--- config.mk ---
export PLATFORM = sky130hd
export DESIGN_NAME = pps_timecode_tx
export DESIGN_NICKNAME = d
export VERILOG_FILES = /design/src/rtl/pps_timecode_tx.sv
export SDC_FILE = /design/constraint.sdc
export NUM_CORES = 1
export LEC_CHECK = 0
export CORE_MARGIN = 2
export CORE_UTILIZATION = 55
export DETAILED_ROUTE_END_ITERATION = 6
export GPL_ROUTABILITY_DRIVEN = 0
export PLACE_DENSITY_LB_ADDON = 0.3
export SYNTH_ARGS = -nofsm -noshare
export SYNTH_HDL_FRONTEND = slang
export SYNTH_SLANG_ARGS = --single-unit
--- constraint.sdc ---
create_clock -name sys_clk_i -period 3.45 [get_ports sys_clk_i]
set_clock_uncertainty 0.2 [all_clocks]
set_input_delay 0.345 -clock sys_clk_i [delete_from_list [all_inputs] [get_ports sys_clk_i]]
set_output_delay 0.345 -clock sys_clk_i [all_outputs]
set_load 0.02 [all_outputs]
--- src/rtl/pps_timecode_tx.sv ---
// PPS pulse and serial timecode transmitter.
// After each accepted PPS flag, tc_o carries a fixed-width high pulse.
// Optionally a low gap and a 42-bit frame follow.
// The frame is: start 1, 32-bit second MSB first, 8-bit XOR checksum MSB first, stop 0.
//
// state   | meaning
// --------+-----------------------------------------------
// S_IDLE  | line low, waiting for an enabled PPS flag
// S_PULSE | line high for PULSE_CYCLES
// S_GAP   | line low for GAP_CYCLES before the frame
// S_FRAME | shifting out the 42 frame bits, BIT_CYCLES each
module pps_timecode_tx #(
    parameter int PULSE_CYCLES = 1250,
    parameter int GAP_CYCLES   = 1250,
    parameter int BIT_CYCLES   = 125
) (
    input  logic        sys_clk_i,
    input  logic        sys_rst_i,
    input  logic        en_i,
    input  logic        frame_en_i,
    input  logic        pps_flag_i,
    input  logic [31:0] cur_sec_i,
    output logic        tc_o,
    output logic        busy_o,
    output logic        frame_done_o,
    output logic [31:0] sent_sec_o,
    output logic [7:0]  overrun_count_o
);

    localparam int FRAME_BITS = 42;
    localparam int MAX_A      = (PULSE_CYCLES > GAP_CYCLES) ? PULSE_CYCLES : GAP_CYCLES;
    localparam int MAX_CYC    = (MAX_A > BIT_CYCLES) ? MAX_A : BIT_CYCLES;
    localparam int CNT_W      = $clog2(MAX_CYC + 1);
    localparam int BIT_W      = $clog2(FRAME_BITS);

    localparam logic [CNT_W-1:0] PULSE_LD = CNT_W'(PULSE_CYCLES - 1);
    localparam logic [CNT_W-1:0] GAP_LD   = CNT_W'(GAP_CYCLES - 1);
    localparam logic [CNT_W-1:0] BIT_LD   = CNT_W'(BIT_CYCLES - 1);
    localparam logic [BIT_W-1:0] BIT_LAST = BIT_W'(FRAME_BITS - 1);

    typedef enum logic [1:0] {
        S_IDLE  = 2'd0,
        S_PULSE = 2'd1,
        S_GAP   = 2'd2,
        S_FRAME = 2'd3
    } state_t;

    state_t                r_state, w_state_nxt;
    logic [CNT_W-1:0]      r_cnt, w_cnt_nxt;
    logic [BIT_W-1:0]      r_bit, w_bit_nxt;
    logic [FRAME_BITS-1:0] r_frame, w_frame_nxt;
    logic                  r_tc, w_tc_nxt;
    logic                  r_busy, w_busy_nxt;
    logic                  r_done, w_done_nxt;
    logic [31:0]           r_sec, w_sec_nxt;
    logic [7:0]            r_ovr, w_ovr_nxt;

    logic [31:0]           w_sec_inc;
    logic [7:0]            w_chk;

    assign w_sec_inc = cur_sec_i + 32'd1;
    assign w_chk     = w_sec_inc[31:24] ^ w_sec_inc[23:16] ^ w_sec_inc[15:8] ^ w_sec_inc[7:0];

    // Next-state and next-output logic; disable beats a flag, a flag beats the running sequence.
    always_comb begin
        w_state_nxt = r_state;
        w_cnt_nxt   = r_cnt;
        w_bit_nxt   = r_bit;
        w_frame_nxt = r_frame;
        w_tc_nxt    = r_tc;
        w_done_nxt  = 1'b0;
        w_sec_nxt   = r_sec;
        w_ovr_nxt   = r_ovr;

        if (!en_i) begin
            w_state_nxt = S_IDLE;
            w_tc_nxt    = 1'b0;
        end else if (pps_flag_i) begin
            if ((r_state != S_IDLE) && (r_ovr != 8'hFF)) begin
                w_ovr_nxt = r_ovr + 8'd1;
            end
            w_state_nxt = S_PULSE;
            w_cnt_nxt   = PULSE_LD;
            w_tc_nxt    = 1'b1;
            w_sec_nxt   = w_sec_inc;
            w_frame_nxt = {1'b1, w_sec_inc, w_chk, 1'b0};
        end else begin
            case (r_state)
                S_IDLE: begin
                    w_tc_nxt = 1'b0;
                end
                S_PULSE: begin
                    if (r_cnt == '0) begin
                        w_tc_nxt = 1'b0;
                        if (frame_en_i) begin
                            w_state_nxt = S_GAP;
                            w_cnt_nxt   = GAP_LD;
                        end else begin
                            w_state_nxt = S_IDLE;
                        end
                    end else begin
                        w_cnt_nxt = r_cnt - CNT_W'(1);
                    end
                end
                S_GAP: begin
                    if (r_cnt == '0) begin
                        w_state_nxt = S_FRAME;
                        w_cnt_nxt   = BIT_LD;
                        w_bit_nxt   = BIT_LAST;
                        w_tc_nxt    = r_frame[FRAME_BITS-1];
                    end else begin
                        w_cnt_nxt = r_cnt - CNT_W'(1);
                    end
                end
                S_FRAME: begin
                    if (r_cnt == '0) begin
                        if (r_bit == '0) begin
                            w_state_nxt = S_IDLE;
                            w_tc_nxt    = 1'b0;
                            w_done_nxt  = 1'b1;
                        end else begin
                            w_bit_nxt   = r_bit - BIT_W'(1);
                            w_cnt_nxt   = BIT_LD;
                            w_frame_nxt = {r_frame[FRAME_BITS-2:0], 1'b0};
                            w_tc_nxt    = r_frame[FRAME_BITS-2];
                        end
                    end else begin
                        w_cnt_nxt = r_cnt - CNT_W'(1);
                    end
                end
                default: begin
                    w_state_nxt = S_IDLE;
                    w_tc_nxt    = 1'b0;
                end
            endcase
        end

        w_busy_nxt = (w_state_nxt != S_IDLE);
    end

    // State and registered outputs with synchronous reset.
    always_ff @(posedge sys_clk_i) begin
        if (sys_rst_i) begin
            r_state <= S_IDLE;
            r_cnt   <= '0;
            r_bit   <= '0;
            r_frame <= '0;
            r_tc    <= 1'b0;
            r_busy  <= 1'b0;
            r_done  <= 1'b0;
            r_sec   <= '0;
            r_ovr   <= '0;
        end else begin
            r_state <= w_state_nxt;
            r_cnt   <= w_cnt_nxt;
            r_bit   <= w_bit_nxt;
            r_frame <= w_frame_nxt;
            r_tc    <= w_tc_nxt;
            r_busy  <= w_busy_nxt;
            r_done  <= w_done_nxt;
            r_sec   <= w_sec_nxt;
            r_ovr   <= w_ovr_nxt;
        end
    end

    assign tc_o            = r_tc;
    assign busy_o          = r_busy;
    assign frame_done_o    = r_done;
    assign sent_sec_o      = r_sec;
    assign overrun_count_o = r_ovr;

endmodule

==> flow_metrics.env <==
export IMPL_drv_slew=0
export IMPL_wl_um=15900
export IMPL_max_stage_delay_ns=0.68
export IMPL_p_clk_frac=0.304
export IMPL_synth_most_common_cell="dfxtp_1"
export IMPL_pre_cts_ws_ns=0.183
export IMPL_hold_buffers=0
export IMPL_holdPathEnd="r_frame[33]"
export IMPL_fmax_mhz=323
export IMPL_fin_crit_sh=0.899
export IMPL_synth_area_um2=5600
export IMPL_grtUsageTotal=0.289
export IMPL_required_ns=3.51
export IMPL_synth_top_cell_area_share=0.368
export IMPL_post_cts_resized=0
export IMPL_clk_latency_ns=0.38
export IMPL_drt_pass1_iterations=5
export IMPL_antenna_found_initial=0
export IMPL_cts_path_max_buffers=2
export IMPL_synth_edf_count=0
export IMPL_ys_seq_area_frac=0.368
export IMPL_first_iter_violations=564
export IMPL_cts_tree="built"
export IMPL_drive_gt1_frac=0.0718
export IMPL_cp_max_fo=28
export IMPL_fin_cells=885
export IMPL_fin_ws_ns=0.350
export IMPL_rsz0062_at_grt="no"
export IMPL_ys_async_sr_fraction=0
export IMPL_synth_main_ff_cell="dfxtp_1"
export IMPL_critPathBufInv=2
export IMPL_seq_power_share=0.487
export IMPL_hpwl_um=11500
export IMPL_fin_nets=788
export IMPL_power_mw=2.66
export IMPL_period_needed_ns=3.10
export IMPL_synth_distinct_cells=73
export IMPL_die_area_um2=11000
export IMPL_grt_max_degree=62
export IMPL_grt_pass1_vias=5161
export IMPL_setup_worst_path_class="flip-flop to flip-flop"
export IMPL_crit_arrival_ns=3.16
export IMPL_cp_slowest_cell="o21ai_2"
export IMPL_syn_nets=731
export IMPL_port_buffers=79
export IMPL_cp_start_kind="flip-flop"
export IMPL_outcome="completed"
export IMPL_maxCapViolations=0
export IMPL_slew_headroom=0.434
export IMPL_placed_cells=869
export IMPL_core_um2=9820
export IMPL_die_y_um=105
export IMPL_placementRows=36
export IMPL_setup_viol=0
export IMPL_rr_worst_depth=9
export IMPL_min_from="sys_rst_i"
export IMPL_min_path_type="input port to flip-flop"
export IMPL_r2r_start="r_bit[0]"
export IMPL_r2r_end="r_frame[26]"
export IMPL_reg2reg_slack_ns=0.35
export IMPL_power_density_nw_per_um2=398
export IMPL_power_static_leakage_nw=2.26
export IMPL_pwr_share_comb=0.209
export IMPL_clkTransAtPathRegs_ns=0.10
export IMPL_synthTopCellsByArea="dfxtp_1, nor2_1, a21oi_1"
export IMPL_holdWs_ns=0.233
export IMPL_synth_area_leader_cell="dfxtp_1"
export IMPL_initial_utilization=0.570
export IMPL_wl_per_cell_um=18.0
export IMPL_synth_ff_latch_count=103
export IMPL_cts_setup_buffers=0
export IMPL_num_vias=5580
export IMPL_cp_startpoint="r_bit[0]"
export IMPL_io_pins=80
export IMPL_cp_depth=9
export IMPL_clockRootBuffer="clkbuf_8"
export IMPL_finalSetupTns_ns=0
export IMPL_tightest_slew_ns=0.849
export IMPL_cts_buffers=9
export IMPL_worstPathCellList="inv_1 -> ha_1 -> or4b_1 -> or2_0 -> and2_1 -> o21ai_2 -> buf_12 -> a211o_1 -> a21oi_1"
export IMPL_p_sw_mw=0.814
export IMPL_yosysWarnings=0
export IMPL_avgSynthCellArea_um2=8.11
export IMPL_grt_pass1_wl_um=25700
export IMPL_p_int_mw=1.85
export IMPL_grt_ovfl_total=0
export IMPL_swShare=0.306
export IMPL_drtAntennaViolNets=0
export IMPL_ctsHtreeMaxLevel=3
export IMPL_antenna_cells=0
export IMPL_synthCells=690
export IMPL_ir_worst_vdd_uv=307
export IMPL_drc=0
export IMPL_yosys_top_cells_count="dfxtp_1, nor2_1, nand2_1"
export IMPL_viasPerCell=6.31
export IMPL_die_width_um=105
export IMPL_syn_to_final_growth_pct=19.4
export IMPL_hold_violations=0
export IMPL_worstSetupEndpointType="flip-flop"
export IMPL_cp_top_family="simple AND/OR/NAND/NOR gates"
export IMPL_clkSinkCount=103
export IMPL_whs_path_depth=2
-- final cells by class --
type | count | area (um^2)
Multi-Input combinational cell | 525 | 3280
Fill cell | 824 | 3140
Sequential cell | 103 | 2060
Timing Repair Buffer | 94 | 906
Tap cell | 133 | 166
Clock buffer | 10 | 138
Clock inverter | 6 | 73.8
Inverter | 14 | 52.6
-- worst max path at each step --
| stage | to | slack [ns] |
|---|---|---|
| final | r_frame[26] | 0.35 |
| after global routing | r_frame[1] | 0.18 |
| after CTS | r_frame[1] | 0.38 |
| after detailed placement | r_frame[7] | 0.18 |
| after global placement | r_frame[7] | 0.28 |
| after floorplan | r_cnt[0] | 0.83 |
-- metrics by stage --
stage	util	cell area (um^2)
after detailed placement	0.659	6470
final	0.680	6680
after global placement	0.659	6470
after CTS	0.680	6680
after global routing	0.680	6680
after floorplan	-	5600
-- power groups by stage --
stage          combinational (mW)  clock [mW]  sequential, mW
6_report                    0.555       0.809            1.30
3_3_place_gp                0.530           0            1.32
5_1_grt                     0.596       0.862            1.30
3_5_place_dp                0.541           0            1.32
2_1_floorplan               0.320           0            1.34
4_1_cts                     0.545       0.817            1.30
-- cell families after synthesis --
logic type               count (synthesis)  share of synthesized area
AO/OA/AOI/OAI                          183                      0.227
XOR/XNOR                                50                     0.0907
buffers and inverters                   62                     0.0472
flip-flops                             103                      0.368
AND/OR/NAND/NOR                        283                      0.249
adder cells (fa/ha/maj)                  4                    0.00894
multiplexers                             5                    0.00939
-- metal layers --
| metal | track usage | share of wire | up-vias |
|---|---|---|---|
| met3 | 0.0530 | 0.077 | 50 |
| met1 | 0.373 | 0.42 | 2601 |
| li1 | - | - | 2639 |
| met4 | 0.109 | 0.029 | 0 |
| met2 | 0.480 | 0.47 | 290 |
| met5 | 0 | 0 | - |
-- worst reg2reg max path, cell delays in order (launching register included) --
cell	delay [ns]
dfxtp_1	0.35
inv_1	0.06
ha_1	0.20
or4b_1	0.48
or2_0	0.31
and2_1	0.24
o21ai_2	0.68
buf_12	0.26
a211o_1	0.13
a21oi_1	0.06
-- placed cells by master, fill, tap and decap left out, types with 12 or more instances in the layout --
master / netlist / layout
dfxtp_1: 103 / 103
nor2_1: 87 / 86
clkdlybuf4s50_1: 0 / 77
nand2_1: 74 / 74
a21oi_1: 60 / 60
nand3_1: 34 / 34
a211oi_1: 30 / 30
xnor2_1: 25 / 25
o211ai_1: 23 / 23
xor2_1: 20 / 20
nand4_1: 17 / 17
nor3_1: 15 / 15
buf_4: 3 / 14
inv_1: 13 / 13
o21ai_0: 13 / 13
and3_1: 12 / 12
-- state kept, by name, summed over array words and instances (netlist names) --
register,cells
overrun_count_o,8
r_cnt,11
tc_o,1
sent_sec_o,32
r_state,2
r_bit,6
busy_o,1
frame_done_o,1
r_frame,41
Power figures use the tool's default switching activity.
